===== src/rtl/uart_word_rx.sv =====
// 8N1 UART receiver that pairs bytes (low first, then high) into 16-bit words.
// A framing error or an inter-byte timeout discards a pending low byte.
module uart_word_rx #(
   parameter int CLKS_PER_BIT = 16,
   parameter int TIMEOUT_BITS = 20
) (
   input  logic        CLK,
   input  logic        RESET,
   input  logic        RX,
   output logic [15:0] DATA_OUT,
   output logic        VALID,
   output logic        FRAME_ERR,
   output logic        SYNC_LOST,
   output logic        BUSY
);

   localparam int TO_LIMIT = TIMEOUT_BITS * CLKS_PER_BIT;
   localparam int BW       = $clog2(CLKS_PER_BIT);
   localparam int TW       = $clog2(TO_LIMIT + 1);
   localparam logic [BW-1:0] HALF_M1 = BW'(CLKS_PER_BIT / 2 - 1);
   localparam logic [BW-1:0] FULL_M1 = BW'(CLKS_PER_BIT - 1);
   localparam logic [TW-1:0] TO_LAST = TW'(TO_LIMIT - 1);

   typedef enum logic [1:0] {S_IDLE, S_START, S_DATA, S_STOP} state_t;

   state_t        r_state, w_state_next;
   logic          r_rx_meta, r_rx_s, r_rx_prev;
   logic [BW-1:0] r_clk_cnt;
   logic [2:0]    r_bit_idx;
   logic [7:0]    r_shift, r_low;
   logic          r_brk, r_phase;
   logic [TW-1:0] r_to_cnt;
   logic [15:0]   r_data;
   logic          r_valid, r_ferr, r_sync;

   logic          w_fall, w_tick, w_load, w_sample, w_accept, w_ferr, w_to_fire;
   logic [BW-1:0] w_load_val;

   assign w_fall    = r_rx_prev & ~r_rx_s;
   assign w_tick    = (r_clk_cnt == '0);
   assign w_to_fire = r_phase && (r_state == S_IDLE) && (r_to_cnt == TO_LAST);

   // Synchroniser resets to the idle level so reset release never fakes a start edge.
   always_ff @(posedge CLK or negedge RESET) begin
      if (!RESET) begin
         r_rx_meta <= 1'b1;
         r_rx_s    <= 1'b1;
         r_rx_prev <= 1'b1;
      end else begin
         // NOTE: non-blocking so each flop captures its predecessor's pre-edge value.
         r_rx_meta <= RX;
         r_rx_s    <= r_rx_meta;
         r_rx_prev <= r_rx_s;
      end
   end

   always_ff @(posedge CLK or negedge RESET) begin
      if (!RESET) r_state <= S_IDLE;
      else        r_state <= w_state_next;
   end

   always_comb begin
      // NOTE: every output gets a default first so no path can infer a latch.
      w_state_next = r_state;
      w_load       = 1'b0;
      w_load_val   = FULL_M1;
      w_sample     = 1'b0;
      w_accept     = 1'b0;
      w_ferr       = 1'b0;
      unique case (r_state)
         S_IDLE: begin
            if (w_fall) begin
               w_state_next = S_START;
               w_load       = 1'b1;
               w_load_val   = HALF_M1;
            end
         end
         S_START: begin
            if (w_tick) begin
               if (r_rx_s) begin
                  w_state_next = S_IDLE;
               end else begin
                  w_state_next = S_DATA;
                  w_load       = 1'b1;
               end
            end
         end
         S_DATA: begin
            if (w_tick) begin
               w_sample = 1'b1;
               w_load   = 1'b1;
               if (r_bit_idx == 3'd7) w_state_next = S_STOP;
            end
         end
         S_STOP: begin
            // After a bad stop bit, hold here until the line is released.
            if (r_brk) begin
               if (r_rx_s) w_state_next = S_IDLE;
            end else if (w_tick) begin
               if (r_rx_s) begin
                  w_accept     = 1'b1;
                  w_state_next = S_IDLE;
               end else begin
                  w_ferr = 1'b1;
               end
            end
         end
      endcase
   end

   always_ff @(posedge CLK or negedge RESET) begin
      if (!RESET) begin
         r_clk_cnt <= '0;
         r_bit_idx <= '0;
         r_shift   <= '0;
         r_low     <= '0;
         r_brk     <= 1'b0;
         r_phase   <= 1'b0;
         r_to_cnt  <= '0;
         r_data    <= '0;
         r_valid   <= 1'b0;
         r_ferr    <= 1'b0;
         r_sync    <= 1'b0;
      end else begin
         if (w_load)       r_clk_cnt <= w_load_val;
         else if (!w_tick) r_clk_cnt <= r_clk_cnt - 1'b1;

         if (r_state == S_IDLE) r_bit_idx <= '0;
         else if (w_sample)     r_bit_idx <= r_bit_idx + 1'b1;

         if (w_sample) r_shift <= {r_rx_s, r_shift[7:1]};

         r_brk <= (w_state_next == S_STOP) && (r_brk || w_ferr);

         if (w_ferr || w_to_fire) r_phase <= 1'b0;
         else if (w_accept)       r_phase <= ~r_phase;

         if (w_accept && !r_phase) r_low <= r_shift;

         // Idle time is only counted while a low byte waits for its partner.
         if ((w_accept && !r_phase) || w_to_fire)   r_to_cnt <= '0;
         else if (r_phase && (r_state == S_IDLE))   r_to_cnt <= r_to_cnt + 1'b1;

         r_valid <= w_accept && r_phase;
         if (w_accept && r_phase) r_data <= {r_shift, r_low};
         r_ferr  <= w_ferr;
         r_sync  <= w_to_fire;
      end
   end

   assign DATA_OUT  = r_data;
   assign VALID     = r_valid;
   assign FRAME_ERR = r_ferr;
   assign SYNC_LOST = r_sync;
   assign BUSY      = (r_state != S_IDLE);

endmodule


===== config.mk =====
export PLATFORM = sky130hd
export DESIGN_NAME = uart_word_rx
export DESIGN_NICKNAME = d
export VERILOG_FILES = /design/src/rtl/uart_word_rx.sv
export SDC_FILE = /design/constraint.sdc
export NUM_CORES = 1
export LEC_CHECK = 0
export ABC_AREA = 1
export CAP_MARGIN = 0
export CORE_UTILIZATION = 60
export CTS_BUF_LIST = sky130_fd_sc_hd__clkbuf_2 sky130_fd_sc_hd__clkbuf_4 sky130_fd_sc_hd__clkbuf_8
export CTS_CLUSTER_DIAMETER = 40
export DETAILED_ROUTE_END_ITERATION = 7
export HOLD_SLACK_MARGIN = 0.1
export PLACE_DENSITY_LB_ADDON = 0.12
export SYNTH_ARGS = -nofsm -noshare
export SYNTH_HDL_FRONTEND = slang
export SYNTH_SLANG_ARGS = --single-unit

===== constraint.sdc =====
create_clock -name CLK -period 4.6 [get_ports CLK]
set_input_delay 1.15 -clock CLK [delete_from_list [all_inputs] [get_ports CLK]]
set_output_delay 1.15 -clock CLK [all_outputs]
set_load 0.01 [all_outputs]

# Yosys cells after proc, flatten, opt, wreduce, memory -nomap -nowiden
# Cells that the tools add are included.
[word_totals] elab_cells=74 out_inout_bits=20 regBits=58
[op_classes] n_bitwise=3 n_addsub=3 eq_ne=7 n_reduce_logical=15 mux=31
[ops] operator="9-bit two-way mux" n=2
[ops] operator="2-bit two-way mux" n=8
[ops] operator="4-bit two-way mux" n=4
[ops] operator="1-bit two-way mux" n=13
[ops] operator="9-bit by 1-bit adder with 9-bit output, second input constant" n=1
[ops] operator="9-bit equality test, second input constant" n=1
[ops] operator="2-bit one-hot mux with 4 select lines" n=1
[ops] operator="2-bit nonzero test" n=4
[ops] operator="2-bit equality test, second input constant" n=3
[ops] operator="3-bit two-way mux" n=2
[ops] operator="1-bit logical AND" n=5
[ops] operator="4-bit zero test" n=1
[ops] operator="4-bit by 1-bit subtractor with 4-bit output, second input constant" n=1
[ops] operator="3-bit by 1-bit adder with 3-bit output, second input constant" n=1
[ops] operator="3-bit equality test, second input constant" n=1
[ops] operator="1-bit logical OR" n=3
[ops] operator="1-bit one-hot mux with 3 select lines" n=1
[ops] operator="2-bit by 1-bit equality test with 1-bit output, second input constant" n=1
[ops] operator="2-bit zero test" n=1
[ops] operator="2-bit by 1-bit != test with 1-bit output, second input constant" n=1
[ops] operator="1-bit NOT" n=2
[ops] operator="1-bit bitwise AND" n=1
[ops] operator="1-bit zero test" n=1

# Logic depth before layout (Yosys ltp)
[depth] depth_word=7 mapped_depth=8 ltp_nobuf=8

# Worst setup path before layout
# OpenSTA, ideal clock, no wires.
[synth_timing] path_type="reg2out" startpoint="register r_state[1]" endpoint="output BUSY" path_buffers=0 t_arrival_ps=568 stages_incl_launch_ff=3 path_slack_ps=2882 cell_sequence="dfrtp_1 inv_1 nand2_1"
[synth_via] elab_chain_len=1
[synth_rtl] element="from (decl)" line="26" text="state_t r_state, w_state_next;"
[synth_rtl] element="from (signal assigned)" line="59" text="else r_state <= w_state_next;"
[synth_rtl] element="2-bit nonzero test" line="155" text="assign BUSY = (r_state != S_IDLE);"
[synth_rtl] element="to (decl)" line="14" text="output logic BUSY"
# Every way passes these cells.

# Worst setup path in the final report
[layout_timing] startpoint="register r_state[0]" endpoint="output BUSY"
# Same word-level chain as after synthesis.

==> results.sh <==
export IMPL_status="finished clean"
export IMPL_critPathMaxStageDelay_ns=0.53
export IMPL_viasPerCell=5.364
export IMPL_vdd_drop_max_v=0.0003592
export IMPL_place_inst=330
export IMPL_drt_iter0_markers=142
export IMPL_crit_buf_inv=2
export IMPL_cp_required_ns=3.45
export IMPL_start_kind="flip-flop"
export IMPL_ys_seq_elements=58
export IMPL_die_h_um=68.24
export IMPL_nFillCells=313
export IMPL_die_x_um=68.24
export IMPL_hold_path_class="flip-flop to flip-flop"
export IMPL_nets=299
export IMPL_post_route_period_util_pct=56.64
export IMPL_worstPathArrival_ns=1.46
export IMPL_yosys_area_top_type="dfrtp_1"
export IMPL_vias=1856
export IMPL_relSlewSlack_pct=53.33
export IMPL_cts_tree="built"
export IMPL_synthArstFlopShare_pct=100.0
export IMPL_gp_congestion=0.8534
export IMPL_seqCellArea_um2=1455
export IMPL_cts_buffers=9
export IMPL_post_cts_repair_setup_buffers=0
export IMPL_drtAntennaViolNets=0
export IMPL_worstReg2RegEnd="DATA_OUT[0]"
export IMPL_areaGrowthSynthToFinish_pct=15.54
export IMPL_path_class="flip-flop to output port"
export IMPL_post_route_cell_area_um2=3042
export IMPL_htreeDepth=3
export IMPL_grt_max_degree=59
export IMPL_path_clk_slew_ns=0.06
export IMPL_hp_start="r_rx_meta"
export IMPL_syn_area_per_cell_um2=9.934
export IMPL_period_needed_ns=2.606
export IMPL_multiInputGateArea_um2=998.5
export IMPL_p_per_area_nw_per_um2=433.9
export IMPL_fmax_mhz=383.8
export IMPL_finalPower_mw=1.320
export IMPL_p_leak_nw=1.451
export IMPL_rr_worst_depth=8
export IMPL_synth_common_cells="nand2_1, dfrtp_1, inv_1"
export IMPL_core_area_um2=4115
export IMPL_yosys_warnings=0
export IMPL_maxSlewViolCount=0
export IMPL_yosysUniqueCellTypes=33
export IMPL_clock_path_buffers=2
export IMPL_fin_cells=346
export IMPL_hpwl_um=2816
export IMPL_setup_violations=0
export IMPL_worst_pin_slew_ns=0.7000
export IMPL_ys_seq_area_share_pct=55.28
export IMPL_clk_latency_ns=0.34
export IMPL_ctsHoldBuffers=0
export IMPL_drive_gt1_share_pct=20.27
export IMPL_gr_total_overflow=0
export IMPL_synthFlopType="dfrtp_1"
export IMPL_hold_depth=0
export IMPL_place_area_um2=2838
export IMPL_drc=0
export IMPL_initial_core_util_pct=63.97
export IMPL_finClkSkew_ns=0.006621
export IMPL_cap_violations=0
export IMPL_fin_setup_tns_ns=0
export IMPL_critPathSlowestCell="clkdlybuf4s50_1"
export IMPL_io_pins=23
export IMPL_r2r_slack_ns=2.70
export IMPL_synth_cells=265
export IMPL_rows=23
export IMPL_finalHoldViolCount=0
export IMPL_grt_pass1_wl_um=7514
export IMPL_end_kind="output port"
export IMPL_hold_end="r_rx_s"
export IMPL_drtPass1Iterations=4
export IMPL_clock_sinks=58
export IMPL_syn_cell_area_um2=2633
export IMPL_diodes=0
export IMPL_antenna_found_initial=0
export IMPL_wire_per_inst_um=12.89
export IMPL_io_buffers=22
export IMPL_grt_pass1_vias=1704
export IMPL_critPathTopFamily="buffers and inverters"
export IMPL_synth_area_top_cells="dfrtp_1, nand2_1, o21ai_2"
export IMPL_synth_edf_count=0
export IMPL_cp_cell_sequence="inv_1 > nand2_1 > clkdlybuf4s50_1"
export IMPL_die_area_um2=4657
export IMPL_cts_root_buf="clkbuf_8"
export IMPL_yosysTopAreaCellShare_pct=52.28
export IMPL_syn_nets=273
export IMPL_post_cts_resized=0
export IMPL_yosysMostFrequentCell="nand2_1"
export IMPL_wirelength_um=4461
export IMPL_cp_max_fo=5
export IMPL_grt_setup_unrepaired="false"
export IMPL_grt_use_total_pct=22.77
export IMPL_r2r_start="r_clk_cnt[0]"
## cells by family after synthesis
group,after synthesis,share of synthesized area [%]
and+or+nand+nor,128,24.38
adders and majority gates,5,2.376
buffers and inverters,34,6.796
AOI/OAI and AO/OA,37,10.17
xor gates and xnor gates,3,0.9983
DFF,58,55.28
## layer usage
metal	up-vias	wire length (um)	global-route usage [%]
met5	-	0	0
met4	0	72	8.594
met3	8	173	8.000
met2	36	2150	37.25
met1	885	2064	27.45
li1	927	-	-
## layout by cell type, fill, tap and decap left out, types with 5 or more instances in the layout
master	synthesis	routed
a21oi_1	5	5
ha_1	5	5
clkbuf_8	0	10
inv_1	21	21
nand2_1	68	68
o21ai_0	10	10
nand4_1	10	10
nand3_1	12	12
clkdlybuf4s50_1	0	21
dfrtp_1	55	55
nand2_2	7	7
nor3_1	5	5
nor2_1	14	14
o21ai_2	16	16
## per-stage QoR
step | hold WS [ns] | setup slack (ns) | util (%)
2_1_floorplan | 0.3452 | 2.882 | -
3_3_place_gp | 0.3459 | 2.373 | 68.96
3_5_place_dp | 0.3475 | 2.347 | 68.96
4_1_cts | 0.3526 | 1.981 | 73.91
5_1_grt | 0.3550 | 1.935 | 73.91
6_report | 0.3555 | 1.994 | 73.91
## how the worst max path moves through the flow
stage               startpoint    to  slack, ns  cells after the start
floorplan           r_state[1]  BUSY       2.88                      2
global route        r_state[0]  BUSY       1.93                      3
finish              r_state[0]  BUSY       1.99                      3
CTS                 r_state[0]  BUSY       1.98                      3
detailed placement  r_state[0]  BUSY       2.35                      3
global placement    r_state[0]  BUSY       2.37                      3
## cell type report
class                           count  area share [%]
Multi-Input combinational cell    173           32.83
Timing Repair Buffer               23           7.322
Clock inverter                      6           2.180
Inverter                           26           3.250
Sequential cell                    58           47.84
Tap cell                           50           2.057
Clock buffer                       10           4.525
## flip-flops by register name, indices dropped and copies added, names as in the netlist
register   count
DATA_OUT      16
FRAME_ERR      1
SYNC_LOST      1
VALID          1
r_bit_idx      3
r_brk          1
r_clk_cnt      4
r_low          8
r_phase        1
r_rx_meta      1
r_rx_prev      1
r_rx_s         1
r_shift        8
r_state        2
r_to_cnt       9
## report_power, final
group	switching [mW]	leakage, nW	internal [mW]
combinational	0.160	0.571	0.0863
sequential	0.0423	0.785	0.557
clock	0.210	0.0945	0.264
total	0.412	1.45	0.908
(Power assumes the default switching activity.)
